`config.mk`:
```
export PLATFORM = sky130hd
export DESIGN_NAME = pipreg_stage_elastic
export DESIGN_NICKNAME = d
export VERILOG_FILES = /design/src/rtl/pipreg_stage_elastic.sv
export SDC_FILE = /design/constraint.sdc
export NUM_CORES = 1
export LEC_CHECK = 0
export CAP_MARGIN = 30
export CORE_ASPECT_RATIO = 1.75
export CORE_MARGIN = 2
export CORE_UTILIZATION = 30
export CTS_CLUSTER_SIZE = 24
export DETAILED_ROUTE_END_ITERATION = 10
export GPL_TIMING_DRIVEN = 0
export SKIP_LAST_GASP = 1
export SYNTH_ARGS = -nofsm -noshare
export SYNTH_HDL_FRONTEND = slang
export SYNTH_SLANG_ARGS = --single-unit
```
`constraint.sdc`:
```
create_clock -name clk -period 2.2 [get_ports clk]
set_input_delay 0.44 -clock clk [delete_from_list [all_inputs] [get_ports clk]]
set_output_delay 0.44 -clock clk [all_outputs]
set_load 0.005 [all_outputs]
```
`src/rtl/pipreg_stage_elastic.sv`:
```
// Elastic pipeline stage register: PC, write address, data word and a
// control vector travel together as one beat. An optional second (skid)
// entry lets in_ready come straight from registered state. A global freeze
// (stall) stops both sides, flush kills every buffered beat, and two
// saturating counters report bubble and stall cycles.
//
// Handshake: a beat moves on the input side when in_valid & in_ready, and
// on the output side when out_valid & out_ready & !stall. A producer holds
// its beat stable until it is accepted. out_valid is never withdrawn except
// by flush or reset.
module pipreg_stage_elastic #(
  parameter int DATA_W  = 32,
  parameter int ADDR_W  = 5,
  parameter int CTRL_W  = 3,
  parameter int RFW_BIT = 1,
  parameter int SKID    = 1,
  parameter int CNT_W   = 16
) (
  input  logic              clk,
  input  logic              rst_n,
  input  logic              stall,
  input  logic              flush,
  input  logic              in_valid,
  output logic              in_ready,
  input  logic [DATA_W-1:0] in_pc,
  input  logic [ADDR_W-1:0] in_waddr,
  input  logic [DATA_W-1:0] in_data,
  input  logic [CTRL_W-1:0] in_ctrl,
  output logic              out_valid,
  input  logic              out_ready,
  output logic [DATA_W-1:0] out_pc,
  output logic [ADDR_W-1:0] out_waddr,
  output logic [DATA_W-1:0] out_data,
  output logic [CTRL_W-1:0] out_ctrl,
  output logic              out_rf_write,
  output logic [CNT_W-1:0]  bubble_cnt,
  output logic [CNT_W-1:0]  stall_cnt,
  output logic [1:0]        dbg_state
);

  localparam int PW = 2 * DATA_W + ADDR_W + CTRL_W;

  // Occupancy: how many beats the stage holds. TWO is only reachable with
  // the skid entry present.
  typedef enum logic [1:0] {
    ST_EMPTY = 2'd0,
    ST_ONE   = 2'd1,
    ST_TWO   = 2'd2
  } state_e;

  state_e        state_q;
  logic [PW-1:0] h_q;      // head entry, drives the outputs
  logic [PW-1:0] s_q;      // skid entry, second-oldest beat
  logic [PW-1:0] in_beat;
  logic          accept;
  logic          retire;

  // Control bits sit in the low end of the packed beat, so the write-enable
  // bit is addressable directly as h_q[RFW_BIT].
  assign in_beat = {in_pc, in_waddr, in_data, in_ctrl};
  assign {out_pc, out_waddr, out_data, out_ctrl} = h_q;

  assign out_valid    = (state_q != ST_EMPTY);
  assign out_rf_write = out_valid & h_q[RFW_BIT];
  assign dbg_state    = state_q;

  assign accept = in_valid & in_ready;
  assign retire = out_valid & out_ready & ~stall;

  // Ready generation: the skid variant never looks at out_ready, so there
  // is no combinational path from downstream back to upstream.
  generate
    if (SKID != 0) begin : g_skid_ready
      assign in_ready = (state_q != ST_TWO) & ~stall;
    end else begin : g_pass_ready
      assign in_ready = (~out_valid | out_ready) & ~stall;
    end
  endgenerate

  // Occupancy FSM and payload movement. stall needs no branch of its own:
  // it forces accept and retire low, which freezes everything. In the
  // single-entry variant an accept from ONE always coincides with a retire,
  // so TWO is never entered.
  always_ff @(posedge clk or negedge rst_n) begin
    if (!rst_n) begin
      state_q <= ST_EMPTY;
      h_q     <= '0;
      s_q     <= '0;
    end else if (flush) begin
      state_q <= ST_EMPTY;
    end else begin
      case (state_q)
        ST_EMPTY: begin
          if (accept) begin
            h_q     <= in_beat;
            state_q <= ST_ONE;
          end
        end
        ST_ONE: begin
          if (accept && retire) begin
            h_q <= in_beat;
          end else if (accept) begin
            s_q     <= in_beat;
            state_q <= ST_TWO;
          end else if (retire) begin
            state_q <= ST_EMPTY;
          end
        end
        ST_TWO: begin
          if (retire) begin
            h_q     <= s_q;
            state_q <= ST_ONE;
          end
        end
        default: state_q <= ST_EMPTY;
      endcase
    end
  end

  // Saturating performance counters; flush leaves them untouched.
  always_ff @(posedge clk or negedge rst_n) begin
    if (!rst_n) begin
      bubble_cnt <= '0;
      stall_cnt  <= '0;
    end else begin
      if (stall && (stall_cnt != '1)) begin
        stall_cnt <= stall_cnt + 1'b1;
      end
      if (!stall && !out_valid && (bubble_cnt != '1)) begin
        bubble_cnt <= bubble_cnt + 1'b1;
      end
    end
  end

endmodule
```
# Word level (Yosys, flattened, before mapping)
# Index checks and enable logic that the tools add are counted.
# totals
ff_bits	178
in_bits	78
out_inout_bits	109
elab_cells	50
# op_classes
add_sub_neg	2
n_eq_ne	12
muxes	11
bitwise	8
reduce_logical	12
# op_table
cell	count
$mux 72	3
$pmux 72 s3	1
$add 16x1->16 const B	2
$ne 16x16->1 const B	2
$mux 2	6
$ne 3x3->1 const B	3
$ne 2x2->1 const B	4
$reduce_and 4->1	2
$pmux 2 s3	1
$and 1x1->1	5
$reduce_and 5->1	1
$logic_and 1x1->1	4
$ne 4x4->1 const B	1
$not 1->1	3
$reduce_bool 3->1	1
$eq 2x1->1 const B	1
$eq 2x2->1 const B	1
$logic_not 1->1	2
$logic_not 2->1	1
$reduce_bool 2->1	1

# Logic depth before layout (Yosys ltp)
# depth
depth_word	8
mapped_depth	6
ltp_nobuf	5

# Least setup slack after synthesis
# OpenSTA, ideal clock, no wires.
# synth_timing
path_type	register to register
startpoint	register state_q[1] (netlist: dbg_state[1])
endpoint	register bubble_cnt[10]
setup_ns	0.127
t_arrival_ns	1.700
required_time_ns	2.073
path_slack_ns	0.372
path_stages_with_launch	6
path_buffers	1
synth_period_minus_slack_ns	1.828
cell_sequence	dfrtp_1 > or3_1 > clkbuf_1 > nor3_2 > and3_1 > mux2_1
# synth_between
elab_chain_len	4
# synth_lines
element	line_no	rtl
from (decl)	51	state_e state_q;
from (signal assigned)	86	state_q <= ST_EMPTY;
from (signal assigned)	90	state_q <= ST_EMPTY;
from (signal assigned)	96	state_q <= ST_ONE;
$reduce_bool 2->1	63	assign out_valid = (state_q != ST_EMPTY);
$logic_not 1->1	129	if (!stall && !out_valid && (bubble_cnt != '1)) begin
$logic_and 1x1->1 (2 in a row)	129	
to (signal assigned)	130	bubble_cnt <= bubble_cnt + 1'b1;
to (decl)	36	output logic [CNT_W-1:0] bubble_cnt,
# Every way passes these cells.
# A chain may end at the register's enable or synchronous reset.

# Final worst setup path
# layout_timing
startpoint	register state_q[0] (netlist: dbg_state[0])
endpoint	output port out_valid
# layout_between
elab_chain_len	1
# layout_lines
element	line_no	rtl
$reduce_bool 2->1	63	
to (decl)	29	output logic out_valid,
# Every way passes these cells.

==> impl_metrics.json <==
{
  "grt_pass1_vias": 5635,
  "pre_cts_ws_ns": -0.511,
  "setup_slack_ns": 0.0665,
  "run_status": "complete, no violations",
  "area_growth_syn_to_layout_pct": 36.1,
  "grt_max_degree": 108,
  "yosysWarningCount": 0,
  "endpoint_kind": "output port",
  "post_synth_instance_area_um2": 8220,
  "power.total_w": 0.00956,
  "clk_pin_slew_ns": 0.07,
  "synth-seq-cells": 178,
  "dp.cells": 1105,
  "maxSlewViolCount": 0,
  "dieHeight_um": 223,
  "finalCritPeriodShare_pct": 97.0,
  "dp_hpwl_um": 13600,
  "async_flop_share_pct": 100,
  "cts_tree": "built",
  "routed_wl_um": 19400,
  "routedWlPerCell_um": 17.0,
  "ys_types": 40,
  "worstSetupStartpointType": "flop",
  "nets": 839,
  "fillers": 2526,
  "yosysTopAreaCellShare_pct": 54.2,
  "power_leakage_nw": 5.02,
  "setup_viol": 0,
  "drv_cap": 0,
  "worst_clock_skew_ns": 0.00499,
  "synth.largest_area_cell": "dfrtp_1",
  "start_util_pct": 30.3,
  "cp_data_arrival_time_ns": 1.69,
  "grt_overflow": 0,
  "ff2ff_path_depth": 6,
  "critPathMaxFanout": 2,
  "clk_latency_ns": 0.44,
  "drcViolationCount": 0,
  "vias": 5228,
  "hold_violations": 0,
  "wl_met2_um": 10100,
  "ys.flop_type": "dfrtp_1",
  "num_rows": 80,
  "dieWidth_um": 129,
  "grt_usage_pct": 14.1,
  "layout.cells.non_filler": 1141,
  "antenna_found_initial": 0,
  "dr.pass1.iters": 4,
  "max_slew.worst_pin.slew_ns": 0.621,
  "synthTopCellsByCount": "178 x dfrtp_1, 149 x mux2_2, 70 x mux2_4",
  "vdd_drop_max_v": 0.000482,
  "p_per_area_nw_per_um2": 854,
  "portBuffers": 186,
  "rsz0062_at_grt": "no",
  "die_area_um2": 28800,
  "via_per_inst": 4.58,
  "num_io_pins": 187,
  "crit_type": "reg -> out",
  "synthCells": 549,
  "grt_pass1_wl_um": 31100,
  "yosysMostFrequentCell": "dfrtp_1",
  "root_buffer": "clkbuf_16",
  "finalCriticalPeriod_ns": 2.13,
  "synth_edf_count": 0,
  "synthesis.nets": 629,
  "relSlewSlack_pct": 58.6,
  "clk_path_buf_depth": 2,
  "ys_seq_area_share_pct": 54.2,
  "cts_made_buffers": 17,
  "gp_congestion": 0.744,
  "final_antenna_net_count": 0,
  "htreeDepth": 4,
  "drt-initial-drc-count": 236,
  "layout-drive-gt1-share_pct": 37.2,
  "route.met3.wl_um": 989,
  "required_ns": 1.76,
  "hp-class": "reg -> reg",
  "drt-met1-wl_um": 8030,
  "hold_depth": 1,
  "syn_area_per_cell_um2": 15.0,
  "synthTopCellsByArea": "dfrtp_1 54%, mux2_2 20%, mux2_4 13%, xor2_1 1.8%, buf_6 1.2%",
  "antenna_cells": 0,
  "highest_layer": "met4",
  "cts.sink_count": 178,
  "fmax_ghz": 0.469,
  "fp.coreArea_um2": 27100
}
[layer usage]
| metal | vias to the layer above | global-route usage [%] |
|---|---|---|
| li1 | 2409 | - |
| met1 | 2669 | 16.7 |
| met2 | 134 | 24.1 |
| met3 | 16 | 4.08 |
| met4 | 0 | 5.15 |
| met5 | - | 0 |
[cells in the final DEF, fill, tap and decap left out, types with 2 or more instances in the layout]
master and n:
inv_1 2, dlygate4sd2_1 2, and3_1 7, clkbuf_16 17
nor3b_1 2, nor3_1 8, clkinv_2 5, or3_1 2
and4_1 5, xnor2_1 8, buf_4 5, o21ai_0 2
nor4_1 3, nand3_1 12, clkdlybuf4s50_1 183, dfrtp_2 2
inv_6 2, clkinvlp_4 4, nor4b_1 4, nand2_1 10
nand2b_1 2, buf_6 8, a21oi_1 3, ha_1 2
nor2_1 7, dfrtp_1 176, clkbuf_1 3, mux2_4 70
buf_2 13, xor2_1 17, a31oi_1 3, mux2_2 149
nand4_1 11
[cells by family after synthesis]
family / share of synthesized area, %
XOR/XNOR: 2.66
flip-flops: 54.2
AND/OR/NAND/NOR: 6.14
buffers and inverters: 2.31
multiplexers: 33.5
AO/OA/AOI/OAI: 0.914
adder cells (fa/ha/maj): 0.304
[cell type report]
cell class | instances | area (um^2) | share of cell area, %
clock inverter | 13 | 111 | 0.995
buffer | 24 | 183 | 1.63
clock buffer | 19 | 443 | 3.96
tap | 369 | 462 | 4.13
multi-input combinational | 343 | 3590 | 32.1
inverter | 2 | 7.51 | 0.0671
sequential | 178 | 4460 | 39.8
timing repair buffer | 193 | 1940 | 17.3
[repair_timing]
item                                    4_1_cts  5_1_grt
endpoints found under the setup margin       12        1
resized for setup                             8        1
pin swaps                                     0        1
hold buffers                                  1        0
cloned                                        0        0
hold endpoints to repair                     71        0
setup buffers                                 4        1
[flip-flops by register name, summed over array words and instances, names as in the netlist]
signal / count
s_q: 72
h_q: 72
bubble_cnt: 16
stall_cnt: 16
dbg_state: 2
[through the flow]
step,setup TNS [ns],cell area [um^2],hold WS (ns),utilization (%)
after floorplan,0,8220,0.144,-
after global placement,-1340.78,10500,0.478,38.9
after detailed placement,-41.30,10600,0.458,39.0
after CTS,-0.0504,11200,0.498,41.2
after global routing,0,11200,0.513,41.2
final,0,11200,0.492,41.2
[where the power goes]
| group | leakage [nW] | switching (W) | total [W] | internal, W |
|---|---|---|---|---|
| sequential | 2.25 | 0.000464 | 0.00439 | 0.00392 |
| clock | 0.265 | 0.00133 | 0.00292 | 0.00158 |
| combinational | 2.51 | 0.000680 | 0.00225 | 0.00157 |
[path summary, 6_finish.rpt]
| check | endpoint | startpoint | slack (ns) |
|---|---|---|---|
| setup / recovery | out_valid | dbg_state[0] | 0.07 |
| hold / removal | bubble_cnt[7] | bubble_cnt[7] | 0.49 |
| setup reg to reg | bubble_cnt[10] | dbg_state[0] | 0.07 |
| hold reg to reg | bubble_cnt[7] | bubble_cnt[7] | 0.49 |
| max in group asynchronous | dbg_state[1] | rst_n | 0.63 |
| min in group asynchronous | h_q[38] | rst_n | 0.55 |
[worst max-delay path, cell delays in order (launching register included)]
cell	delay, ns
dfrtp_2	0.40
buf_4	0.14
or2_2	0.27
clkdlybuf4s50_1	0.45
Note: power is estimated with default switching activity, not from simulation.
